[src/rtl/seg7_hex_counter.sv]
// Free-running hex digit counter driving one 7-segment display, with a
// prescaler on sclk and RGB status LEDs reflecting the reset state.
module seg7_hex_counter #(
  parameter logic [31:0] TICK_COUNT   = 32'h400000,
  parameter bit          COMMON_ANODE = 1'b1
) (
  input  logic       sclk,
  input  logic       rst_n,
  input  logic       en,
  output logic [6:0] seg,
  output logic [3:0] digit,
  output logic       tick,
  output logic       led_r,
  output logic       led_g,
  output logic       led_b
);

  logic [31:0] prescaler_q, prescaler_d;
  logic [3:0]  digit_q, digit_d;
  logic        tick_q, tick_d;
  logic [6:0]  pattern;

  always_comb begin
    prescaler_d = prescaler_q;
    digit_d     = digit_q;
    tick_d      = 1'b0;
    if (en) begin
      if (prescaler_q == TICK_COUNT) begin
        prescaler_d = '0;
        digit_d     = digit_q + 4'd1;
        tick_d      = 1'b1;
      end else begin
        prescaler_d = prescaler_q + 32'd1;
      end
    end
  end

  // Reset wins over a coincident terminal count, so no advance that cycle.
  always_ff @(posedge sclk) begin
    if (!rst_n) begin
      prescaler_q <= '0;
      digit_q     <= '0;
      tick_q      <= 1'b0;
    end else begin
      prescaler_q <= prescaler_d;
      digit_q     <= digit_d;
      tick_q      <= tick_d;
    end
  end

  // Active-high segment pattern, bit0 = a ... bit6 = g.
  always_comb begin
    pattern = '0;
    unique case (digit_q)
      4'h0: pattern = 7'h3F;
      4'h1: pattern = 7'h06;
      4'h2: pattern = 7'h5B;
      4'h3: pattern = 7'h4F;
      4'h4: pattern = 7'h66;
      4'h5: pattern = 7'h6D;
      4'h6: pattern = 7'h7D;
      4'h7: pattern = 7'h07;
      4'h8: pattern = 7'h7F;
      4'h9: pattern = 7'h6F;
      4'hA: pattern = 7'h77;
      4'hB: pattern = 7'h7C;
      4'hC: pattern = 7'h39;
      4'hD: pattern = 7'h5E;
      4'hE: pattern = 7'h79;
      4'hF: pattern = 7'h71;
    endcase
  end

  assign seg   = COMMON_ANODE ? ~pattern : pattern;
  assign digit = digit_q;
  assign tick  = tick_q;

  // Active-low RGB: green while running, red while held in reset.
  assign led_r = rst_n;
  assign led_g = ~rst_n;
  assign led_b = 1'b1;

endmodule

[config.mk]
export PLATFORM = sky130hd
export DESIGN_NAME = seg7_hex_counter
export DESIGN_NICKNAME = d
export VERILOG_FILES = /design/src/rtl/seg7_hex_counter.sv
export SDC_FILE = /design/constraint.sdc
export NUM_CORES = 1
export LEC_CHECK = 0
export ABC_AREA = 0
export CAP_MARGIN = 30
export CORE_MARGIN = 2
export CORE_UTILIZATION = 50
export CTS_CLUSTER_DIAMETER = 120
export CTS_CLUSTER_SIZE = 12
export DETAILED_ROUTE_END_ITERATION = 10
export PLACE_DENSITY = 0.7
export SLEW_MARGIN = 10
export SYNTH_ARGS = -nofsm -noshare
export SYNTH_HDL_FRONTEND = slang
export SYNTH_SLANG_ARGS = --single-unit
[constraint.sdc]
create_clock -name sclk -period 9.9 [get_ports sclk]
set_clock_uncertainty 0.2 [all_clocks]
set_input_delay 1.98 -clock sclk [delete_from_list [all_inputs] [get_ports sclk]]
set_output_delay 1.98 -clock sclk [all_outputs]
set_load 0.02 [all_outputs]
==> metrics.cfg <==
[run_status]
run_status = finished, final reports clean

[worst_setup_path]
startpoint_type = primary input
cp.arrival_ns = 3.46
crit_fanout = 11
r2r_cells = 14
worstSetupPathType = primary input to primary output
reg2reg_from = prescaler_q[0]
end_kind = primary output
critPathRequiredTime_ns = 7.72
r2r_end = pattern[5]
rrSetupSlack_ns = 6.52

[route]
dr.pass1.iters = 6
routed_wl_um = 4740
drc_errors = 0
antenna_left = 0
wl_per_cell_um = 13.0
vias = 1921
first_iter_violations = 73
viasPerCell = 5.26

[synthesis]
synthCells = 285
yosysMostFrequentCell = dfxtp_1
avgSynthCellArea_um2 = 8.83
syn_nets = 298
syn-cell-area_mm2 = 0.00252
synth_cell_type_count = 49
synth_area_leaders = dfxtp_1 35%, nor2_1 6.4%, xor2_1 5.6%, xnor2_1 5.2%, ha_1 5.0%
synth.largest_area_cell = dfxtp_1
synthArstFlopShare_pct = 0
yosysSeqAreaShare_pct = 35.0
synth_top_cells_by_count = 44 x dfxtp_1, 43 x nor2_1, 25 x inv_1
synth_top_area_share_pct = 35.0
yosys_most_used_dff = dfxtp_1
synth_seq_cells = 44
yosys_warnings = 0
synth_edf_count = 0

[cells_and_area]
nFillCells = 429
areaGrowthSynthToFinish_pct = 11.9
stdcell_area_mm2 = 0.00282
drive_above_1_share_pct = 12.1
n_antenna_cell = 0
register_area_um2 = 881
multi_input_area_mm2 = 0.00147
instances_no_fill = 365
nNetsFinal = 310

[clocking]
clkTransAtPathRegs_ns = 0.08
ctsRootBufferMaster = clkbuf_8
cts-resized-gates = 0
numCtsBuffers = 5
cts_tree = yes
cts_hold_buf = 0
clkLatencyLatePin_ns = 0.30
htreeDepth = 2
numClockSinks = 44
clockBufferDepth = 2
cts_setup_buffers = 0

[global_route]
first_global_vias = 1742
grt_pass1_wl_um = 7890
antenna_found_initial = 0
grt-ovfl-total = 0
grt_max_degree = 25
grt.total_usage_pct = 18.5

[die]
num_rows = 25
die_y_um = 75.0
die_w_um = 75.0
io_pins = 18
initial_utilization_pct = 52.6
dieArea_mm2 = 0.00562
core_area_mm2 = 0.00479

[placed_design]
dp_hpwl_um = 3530
placed_area_mm2 = 0.00272
gp_congestion = 0.816
pre_cts_ws_ns = 4.29
place_inst = 357
io_buffer_count = 16

[hold_path]
hold_class = flip-flop to flip-flop
hp-start = prescaler_q[26]
holdPathStages = 2
whs_endpoint = prescaler_q[26]

[sta]
setup_violations = 0
worst_slack_ns = 4.26
fin_crit_ns = 5.64
setup_tns_ns = 0
finalCritPeriodShare_pct = 56.9
fmax_mhz = 177
rsz0062_at_grt = false
hold_ws_ns = 0.349
finalHoldViolCount = 0
maxSlewViolCount = 0

[pwr]
ir_worst_vdd_uv = 74.9
power_density_mw_per_mm2 = 110
p_leak_nw = 1.07

[run]
maxCapViolations = 0

-- logic make-up (layout without fill, tap and decap cells) --
group                    Yosys count  in the layout  synth area share (%)
AO/OA/AOI/OAI                     28             28                  7.80
AND/OR/NAND/NOR                  127            127                  31.9
flip-flops                        44             44                  35.0
other                              1              1                 0.149
adder cells (fa/ha/maj)           10             10                  4.97
XOR/XNOR                          32             32                  11.4
buffers and inverters             38             51                  6.71
multiplexers                       5              5                  2.09
-- per-stage QoR --
stage / power (mW) / utilization (%)
3_5_place_dp: 0.197 / 56.9
6_report: 0.311 / 58.8
2_1_floorplan: 0.193 / -
4_1_cts: 0.316 / 58.8
3_3_place_gp: 0.195 / 56.3
5_1_grt: 0.324 / 58.8
-- sequential cells by signal, summed over array words and instances (netlist names) --
name	cells
prescaler_q	32
digit	4
pattern	7
tick	1
-- worst max-delay path by stage --
stage	from	endpoint
6_report	rst_n	led_g
5_1_grt	rst_n	led_g
4_1_cts	rst_n	led_g
3_5_place_dp	rst_n	led_g
3_3_place_gp	rst_n	led_g
2_1_floorplan	en	pattern[5]
-- layout by cell type, fill, tap and decap left out, drive strengths merged, types with 10 or more instances in the layout --
master	netlist	final
nand3	11	11
inv	25	25
xor2	17	17
nand4	12	12
dfxtp	44	44
clkdlybuf4s50	0	16
nor2	45	45
xnor2	15	15
ha	10	10
nand2	22	22
nor3	11	11
-- worst max-delay path, stage by stage --
cell             delay, ns
clkdlybuf4s50_1       0.60
inv_1                 0.24
clkdlybuf4s50_1       0.64
-- report_power, final --
| part | switching, mW | total [mW] | internal, mW | leakage [nW] |
|---|---|---|---|---|
| Clock | 0.0609 | 0.118 | 0.0567 | 0.0445 |
| Sequential | 0.00111 | 0.179 | 0.178 | 0.355 |
| Combinational | 0.00773 | 0.0142 | 0.00648 | 0.675 |
| Total | 0.0697 | 0.311 | 0.241 | 1.07 |
-- layer usage --
layer	global-route usage, %	vias to the layer above	part of all wire (%)
met5	0	-	0
li1	-	986	-
met1	24.5	901	48
met2	29.2	27	47
met3	4.42	7	3.5
met4	7.14	0	1.6
-- cell type report --
type	instances	area share [%]
inverter	26	3.64
tap	67	2.98
clock inverter	1	0.267
clock buffer	7	3.07
sequential	44	31.3
multi-input combinational	203	52.1
timing repair buffer	17	6.66
No activity file was read; power rests on OpenSTA's default activity.
